$ cat src/rtl/scan_sequencer.sv
// scan_sequencer: column scan sequencer with prescaled dwell, post-switch blanking and frame-start pulse
module scan_sequencer #(
  parameter int DIV_VALUE = 4,
  parameter int BLANK_CYCLES = 1
) (
  input  logic       clock,
  input  logic       reset_n,
  input  logic       enable,
  input  logic [2:0] last_index,
  output logic [2:0] select,
  output logic [7:0] column_n,
  output logic       blank,
  output logic       frame_start
);
  localparam logic [15:0] div_last = 16'(DIV_VALUE - 1);
  localparam logic [15:0] blank_init = 16'(BLANK_CYCLES);
  logic [15:0] prescaler;
  logic [15:0] blank_cnt;
  logic        tick;
  logic        wrap;
  always_comb begin
    tick = enable && prescaler == div_last;
    wrap = select >= last_index;
    blank = blank_cnt != 16'd0 || !enable || !reset_n;
    column_n = blank ? 8'hFF : ~(8'd1 << select);
  end
  always_ff @(posedge clock or negedge reset_n) begin
    if (!reset_n) begin
      prescaler   <= 16'd0;
      select      <= 3'd0;
      blank_cnt   <= blank_init;
      frame_start <= 1'b0;
    end else begin
      prescaler   <= tick || !enable ? 16'd0 : prescaler + 16'd1;
      select      <= tick ? (wrap ? 3'd0 : select + 3'd1) : select;
      blank_cnt   <= tick ? blank_init : enable && blank_cnt != 16'd0 ? blank_cnt - 16'd1 : blank_cnt;
      frame_start <= tick && wrap;
    end
  end
endmodule

$ cat config.mk
export PLATFORM = sky130hd
export DESIGN_NAME = scan_sequencer
export DESIGN_NICKNAME = d
export VERILOG_FILES = /design/src/rtl/scan_sequencer.sv
export SDC_FILE = /design/constraint.sdc
export NUM_CORES = 1
export LEC_CHECK = 0
export ABC_CLOCK_PERIOD_IN_PS = 2700
export CAP_MARGIN = 20
export CORE_ASPECT_RATIO = 0.5
export CORE_UTILIZATION = 25
export CTS_CLUSTER_SIZE = 28
export DETAILED_ROUTE_END_ITERATION = 7
export RECOVER_POWER = 100
export SETUP_SLACK_MARGIN = 0.02
export SYNTH_ARGS = -nofsm -noshare
export SYNTH_HDL_FRONTEND = slang
export SYNTH_SLANG_ARGS = --single-unit
$ cat constraint.sdc
create_clock -name clock -period 2.7 [get_ports clock]
set_clock_uncertainty 0.15 [all_clocks]
set_input_delay 0.405 -clock clock [delete_from_list [all_inputs] [get_ports clock]]
set_output_delay 0.405 -clock clock [all_outputs]
set_load 0.1 [all_outputs]
==> summary.txt, run 1 <==
Run status: completed
Clock tree sinks: 36
Final standard cell area without fillers: 2820 sq um
Headroom to the max-slew limit: 21.5%
Number of max-slew violations in the final report: 0
Final sum of negative setup slack: 0 ns
CP Data Arrival Time: 2.13 ns
Final-report setup violation count: 0
Initial antenna violation count: 0
Number of different library cells in the post-synthesis netlist: 43
Maximum vdd drop: 0.000313 V
Drt total wl: 4.87 mm
RSZ-0062 raised after global routing: yes
Post-route DRC violation count: 0
# Max-Cap Violations: 0
Antenna diodes: 0
Worst-case clock buffer depth: 2
Category of the worst setup path launch point: flip-flop
Maximum fanout along the worst path: 5
Multi-input gate area: 1230 sq um
Highest attainable clock frequency: 372 MHz
Share of synthesized area occupied by flip-flops and latches: 42.1%
Via density: 4.89
Worst min path class: reg -> reg
Core area: 8140 sq um
Io pins: 19
Transition time at the pin with the least slew margin: 1.18 ns
Number of buffers added on ports: 18
Share of synthesized flip-flops with an asynchronous set or reset: 100%
Cell row count: 23
DP Area: 2590 sq um
Number of cells traversed by the worst hold path: 1
Sort of element at the end of the critical path: output port
Area taken by flip-flops and latches: 902 sq um
Routed via count: 1844
Violation count after the first detailed-routing iteration: 71
Final Wtd Congestion: 0.790
Cell count after placement: 365
Clock-pin slew reported for the worst setup and hold paths after clock tree synthesis: 0.05 ns
Data required time of the worst path: 2.14 ns
Most used DFF post-synth: sky130_fd_sc_hd__dfrtp_1
Min Clock Period, post-route: 2.69 ns
Synthesized area per cell: 9.32 sq um
PD cells: 857 nW/um^2
NumNets Final: 281
Aggregate global routing overflow: 0
Die area: 8970 sq um
Worst setup slack after layout: 0.0117 ns
Leakage component of the power: 1.19 nW
Fraction of layout instances using a drive strength above 1: 19.6%
Via count of the first global-routing pass: 1780
Final hold violation count: 0
Post-layout power: 2.41 mW
Horizontal die dimension: 133 microns
Utilization of the core after routing: 34.6%
Detailed-route wire length on metal 1: 2.23 mm
Hold_ws: 0.369 ns
CTS root buffer: sky130_fd_sc_hd__clkbuf_16
Post-synthesis instance area: 2140 sq um
Filler cells: 809
TritonCTS buffer count: 5
Delay of the slowest cell on the worst path: 0.43 ns
Gate count after technology mapping: 230
Net count after synthesis: 247
Depth of the worst register-to-register path: 6
First-pass GRT wire length: 8.38 mm
Maximum number of pins on one net before global-route repair: 37
Post-route insts no fill: 377
Largest area contributor in the netlist: sky130_fd_sc_hd__dfrtp_1
CTS tree: yes
Top Layer Used: met4
All-Layer GR Usage: 11.9%
Met2 wire len: 2.42 mm
Yosys warning count: 0
H-tree levels: 2
Clk_lat worst skew: 0.28 ns
CP max stage cell: sky130_fd_sc_hd__or3_4
Per-cell routed wire length: 12.9 microns
Area fraction of the dominant cell type after synthesis: 40.9%
Post-route antenna net violation count: 0
Final cycle utilization of the critical path: 99.6%
Initial standard-cell utilization of the core: 26.3%
Worst-case setup slack after placement: 0.0277 ns
DR pass1 iterations: 4
Count of flip-flops with a built-in enable after synthesis: 0
Main area contributors after synthesis: sky130_fd_sc_hd__dfrtp_1 41%, sky130_fd_sc_hd__ha_1 6.4%, sky130_fd_sc_hd__nor2_1 4.7%
Flops & latches, synth: 36
DP HPWL: 3.43 mm
Routed length on met3: 161 microns
Die Y: 67.5 microns
Hold-fix buffers at CTS: 0
Series of cell instances along the critical path: or3_4 -> nor4_4 -> and4_4 -> nand3_2 -> buf_12
Area delta synth->final: 31.4%
WS Path Type: reg -> out
layout by cell type, fill, tap and decap left out, types with 3 or more instances in the layout:
cell                              Yosys  final
sky130_fd_sc_hd__a21oi_1              9      9
sky130_fd_sc_hd__and3_1               5      5
sky130_fd_sc_hd__and4_1               5      4
sky130_fd_sc_hd__buf_12               0      9
sky130_fd_sc_hd__buf_4                1     12
sky130_fd_sc_hd__clkbuf_1             2      4
sky130_fd_sc_hd__clkbuf_16            0      5
sky130_fd_sc_hd__clkdlybuf4s50_1      0      4
sky130_fd_sc_hd__dfrtp_1             35     35
sky130_fd_sc_hd__ha_1                11     10
sky130_fd_sc_hd__inv_1               10     10
sky130_fd_sc_hd__mux2i_1              3      3
sky130_fd_sc_hd__nand2_1             14     13
sky130_fd_sc_hd__nand3_1             18     13
sky130_fd_sc_hd__nand3_2              0      5
sky130_fd_sc_hd__nand4_1              9      9
sky130_fd_sc_hd__nor2_1              27     27
sky130_fd_sc_hd__nor3_1               6      6
sky130_fd_sc_hd__nor4_1               5      5
sky130_fd_sc_hd__o211ai_1             3      3
sky130_fd_sc_hd__o21ai_0              8      8
sky130_fd_sc_hd__o31ai_1              6      6
sky130_fd_sc_hd__or3_1                8      8
sky130_fd_sc_hd__or4_1                5      5
sky130_fd_sc_hd__xnor2_1              6      6
sky130_fd_sc_hd__xor2_1               7      7
flip-flops by register name, summed over array words and instances (netlist names):
register and flops:
blank_cnt 16, select 3, prescaler 16, frame_start 1
logic make-up (layout without fill, tap and decap cells):
kind of cell / count (synthesis) / count (layout) / share of synthesized area (%)
and+or+nand+nor: 117 / 118 / 31.3
DFF: 36 / 36 / 42.1
AOI/OAI and AO/OA: 34 / 34 / 10.4
buffers and inverters: 16 / 50 / 3.04
xor gates and xnor gates: 13 / 13 / 5.31
adders and majority gates: 11 / 11 / 6.42
muxes: 3 / 3 / 1.40
timing repair:
action,in CTS,in global routing
pin swaps,2,4
endpoints found under the setup margin,9,8
gates cloned,1,0
gates resized for setup,4,7
setup buffers,0,3
worst max-delay path, delay by kind of cell (launching register included):
kind	cells	cell delay, ns
buffers and inverters	1	0.18
DFF	1	0.41
and+or+nand+nor	4	1.25
path summary, 6_finish.rpt:
path | endpoint | slack (ns) | startpoint
hold / removal | prescaler[0]$_DFF_PN0_ | 0.37 | prescaler[0]$_DFF_PN0_
setup reg to reg | blank_cnt[1]$_DFFE_PN0P_ | 0.45 | blank_cnt[1]$_DFFE_PN0P_
setup / recovery | column_n[0] | 0.01 | blank_cnt[7]$_DFFE_PN0P_
min in group asynchronous | blank_cnt[2]$_DFFE_PN0P_ | 0.78 | reset_n
hold reg to reg | prescaler[0]$_DFF_PN0_ | 0.37 | prescaler[0]$_DFF_PN0_
max in group asynchronous | blank_cnt[1]$_DFFE_PN0P_ | 1.06 | reset_n
layer usage:
layer,up-vias,global-route usage [%]
met5,-,0
met4,0,5.17
met3,6,2.33
met2,29,20.4
met1,889,14.8
li1,920,-
synth_stat cells (2+ instances only):
| library cell | number |
|---|---|
| sky130_fd_sc_hd__dfrtp_1 | 35 |
| sky130_fd_sc_hd__nor2_1 | 27 |
| sky130_fd_sc_hd__nand3_1 | 18 |
| sky130_fd_sc_hd__nand2_1 | 14 |
| sky130_fd_sc_hd__ha_1 | 11 |
| sky130_fd_sc_hd__inv_1 | 10 |
| sky130_fd_sc_hd__a21oi_1 | 9 |
| sky130_fd_sc_hd__nand4_1 | 9 |
| sky130_fd_sc_hd__o21ai_0 | 8 |
| sky130_fd_sc_hd__or3_1 | 8 |
| sky130_fd_sc_hd__xor2_1 | 7 |
| sky130_fd_sc_hd__nor3_1 | 6 |
| sky130_fd_sc_hd__o31ai_1 | 6 |
| sky130_fd_sc_hd__xnor2_1 | 6 |
| sky130_fd_sc_hd__and3_1 | 5 |
| sky130_fd_sc_hd__and4_1 | 5 |
| sky130_fd_sc_hd__nor4_1 | 5 |
| sky130_fd_sc_hd__or4_1 | 5 |
| sky130_fd_sc_hd__mux2i_1 | 3 |
| sky130_fd_sc_hd__nor4_2 | 3 |
| sky130_fd_sc_hd__o211ai_1 | 3 |
| sky130_fd_sc_hd__clkbuf_1 | 2 |
| sky130_fd_sc_hd__inv_2 | 2 |
| sky130_fd_sc_hd__nor3_2 | 2 |
| sky130_fd_sc_hd__nor4b_1 | 2 |
| sky130_fd_sc_hd__or2_2 | 2 |
report_power, final:
part | internal (mW) | total, mW | switching [mW]
clock network | 0.434 | 0.642 | 0.208
registers | 0.662 | 0.832 | 0.170
logic | 0.344 | 0.940 | 0.596
final cells by class:
class,instances,area share (%)
sequential,36,32.0
clock inverter,2,1.24
timing repair buffer,30,12.0
inverter,12,1.60
tap,112,4.98
clock buffer,6,4.58
multi-input combinational,179,43.6
No activity file was read; power rests on OpenSTA's default activity.
==> run 2: changes to the inputs <==
Settings changed: ABC_CLOCK_PERIOD_IN_PS 2700 to 2800.
Clock period 2.7 ns to 2.8 ns, I/O delays scaled along.
==> summary.txt, run 2 (synthesis results as in run 1) <==
Run status: completed (unchanged)
Final sum of negative setup slack: 0 ns (unchanged)
CTS root buffer: sky130_fd_sc_hd__clkbuf_16 (unchanged)
Worst-case clock buffer depth: 2 (unchanged)
All-Layer GR Usage: 11.7% (was 11.9%)
PD cells: 817 nW/um^2 (was 857 nW/um^2)
Final Wtd Congestion: 0.800 (was 0.790)
CP max stage cell: sky130_fd_sc_hd__or3_4 (unchanged)
Die area: 8970 sq um (unchanged)
Initial antenna violation count: 0 (unchanged)
Maximum fanout along the worst path: 9 (was 5)
Fraction of layout instances using a drive strength above 1: 13.8% (was 19.6%)
Per-cell routed wire length: 13.2 microns (was 12.9 microns)
Largest delay share family, worst path: simple AND/OR/NAND/NOR gates (unchanged)
Violation count after the first detailed-routing iteration: 57 (was 71)
Final cycle utilization of the critical path: 96.3%
Commonest non-fill, non-tap cell in the layout: sky130_fd_sc_hd__dfrtp_1 (unchanged)
Final-report setup violation count: 0 (unchanged)
RSZ-0062 raised after global routing: no (was yes)
Depth of the worst register-to-register path: 6 (unchanged)
Highest attainable clock frequency: 371 MHz
Maximum vdd drop: 0.000244 V (was 0.000313 V)
Hold-fix buffers at CTS: 0 (unchanged)
CTS tree: yes (unchanged)
H-tree levels: 2 (unchanged)
Final hold violation count: 0 (unchanged)
Headroom to the max-slew limit: 21.1% (was 21.5%)
Post-layout power: 2.16 mW (was 2.41 mW)
Number of cells traversed by the worst hold path: 1 (unchanged)
Number of buffers added on ports: 18 (unchanged)
CP Data Arrival Time: 2.13 ns (about the same)
Utilization of the core after routing: 32.5% (was 34.6%)
Number of max-slew violations in the final report: 0 (unchanged)
Clock-pin slew reported for the worst setup and hold paths after clock tree synthesis: 0.05 ns (about the same)
Category of the worst setup path launch point: flip-flop (unchanged)
Delay of the slowest cell on the worst path: 0.44 ns (was 0.43 ns)
Initial standard-cell utilization of the core: 26.3% (unchanged)
Io pins: 19 (unchanged)
Top library cells by usage in the layout, fill and taps aside: 35 x sky130_fd_sc_hd__dfrtp_1, 27 x sky130_fd_sc_hd__nor2_1, 18 x sky130_fd_sc_hd__nand3_1 (was 35 x sky130_fd_sc_hd__dfrtp_1, 27 x sky130_fd_sc_hd__nor2_1, 13 x sky130_fd_sc_hd__nand2_1, 13 x sky130_fd_sc_hd__nand3_1, 12 x sky130_fd_sc_hd__buf_4)
Data required time of the worst path: 2.23 ns (was 2.14 ns)
Clock tree sinks: 36 (unchanged)
Total buffers and inverters traversed by the critical path: 3 (was 1)
Via count of the first global-routing pass: 1803 (was 1780)
Routed via count: 1814 (was 1844)
# Max-Cap Violations: 0 (unchanged)
Sort of element at the end of the critical path: output port (unchanged)
Hold_ws: 0.373 ns (was 0.369 ns)
Core area: 8140 sq um (unchanged)
TritonCTS buffer count: 5 (unchanged)
WS Path Type: reg -> out (unchanged)
Critical Path Stages: 6 (was 5)
Clk_lat worst skew: 0.28 ns (about the same)
Leakage component of the power: 1.11 nW (was 1.19 nW)
DR pass1 iterations: 4 (unchanged)
DP HPWL: 3.52 mm (was 3.43 mm)
Cell row count: 23 (unchanged)
First-pass GRT wire length: 8.28 mm (was 8.38 mm)
Horizontal die dimension: 133 microns (unchanged)
Worst min path class: reg -> reg (unchanged)
NumNets Final: 276 (was 281)
Maximum number of pins on one net before global-route repair: 37 (unchanged)
Min Clock Period, post-route: 2.70 ns
Post-route antenna net violation count: 0 (unchanged)
Final standard cell area without fillers: 2650 sq um (was 2820 sq um)
Area delta synth->final: 23.5% (was 31.4%)
Die Y: 67.5 microns (unchanged)
Antenna diodes: 0 (unchanged)
Series of cell instances along the critical path: or3_4 -> nor4_4 -> and4_4 -> clkbuf_4 -> inv_2 -> buf_12 (was or3_4 -> nor4_4 -> and4_4 -> nand3_2 -> buf_12)
Drt total wl: 4.92 mm (was 4.87 mm)
Aggregate global routing overflow: 0 (unchanged)
Transition time at the pin with the least slew margin: 1.19 ns (was 1.18 ns)
Via density: 4.88 (was 4.89)
DP Area: 2580 sq um (was 2590 sq um)
Biggest registers after layout: blank_cnt (16), prescaler (16), select (3) (unchanged)
Post-route DRC violation count: 0 (unchanged)
run 2: cell count changes in the layout (fill, tap and decap cells not counted), moves of 4 or more:
cell and delta:
sky130_fd_sc_hd__nand3_2 -5, sky130_fd_sc_hd__buf_12 -6, sky130_fd_sc_hd__buf_6 +6, sky130_fd_sc_hd__buf_4 -8, sky130_fd_sc_hd__clkbuf_1 +4, sky130_fd_sc_hd__nand3_1 +5
run 2: timing repair:
action,CTS,global route
resized for setup,3,2
pin swaps,0,1
endpoints found under the setup margin,9,8
buffers inserted,0,1
gates cloned,0,0
run 2: worst reg2reg max path, cell delays in order (launching register included):
cell,delay (ns)
sky130_fd_sc_hd__dfrtp_1,0.41
sky130_fd_sc_hd__ha_1,0.27
sky130_fd_sc_hd__nor4b_1,0.48
sky130_fd_sc_hd__nand2_1,0.18
sky130_fd_sc_hd__o21ai_0,0.18
sky130_fd_sc_hd__clkbuf_1,0.55
sky130_fd_sc_hd__nor2_1,0.12
run 2: final timing paths:
kind,from,to,slack (ns)
worst min register to register,prescaler[0]$_DFF_PN0_,prescaler[0]$_DFF_PN0_,0.37
worst max-delay path,blank_cnt[6]$_DFFE_PN0P_,blank,0.10
max in group asynchronous,reset_n,frame_start$_DFF_PN0_,1.15
worst max register to register,prescaler[0]$_DFF_PN0_,prescaler[3]$_DFF_PN0_,0.31
min in group asynchronous,reset_n,prescaler[12]$_DFF_PN0_,0.76
worst min-delay path,prescaler[0]$_DFF_PN0_,prescaler[0]$_DFF_PN0_,0.37
run 2: cell type report:
class,count,area [sq um]
Inverter,12,45.0
Timing Repair Buffer,26,243
Fill cell,832,5500
Clock buffer,7,133
Multi-Input combinational cell,178,1180
Tap cell,112,140
Sequential cell,36,902
Clock inverter,1,5.00
run 2: through the flow:
| step | setup WS [ns] | cells |
|---|---|---|
| 5_1_grt | 0.0165 | 372 |
| 2_1_floorplan | -0.0935 | 230 |
| 6_report | 0.104 | 372 |
| 3_5_place_dp | 0.0631 | 363 |
| 3_3_place_gp | 0.115 | 363 |
| 4_1_cts | 0.0323 | 371 |
run 2: per-layer routing:
metal	share of wire (%)	wire [microns]	vias to the layer above	track usage (%)
met2	49	2410	20	21.6
met3	1.8	89	7	2.10
met5	0	0	-	0
met4	1.2	60	0	4.17
met1	48	2360	881	14.0
li1	-	-	906	-
run 2: report_power, final:
part           internal (mW)  leakage, nW  switching (mW)
clock network          0.329       0.0679           0.202
registers              0.639        0.479           0.159
logic                  0.293        0.563           0.542
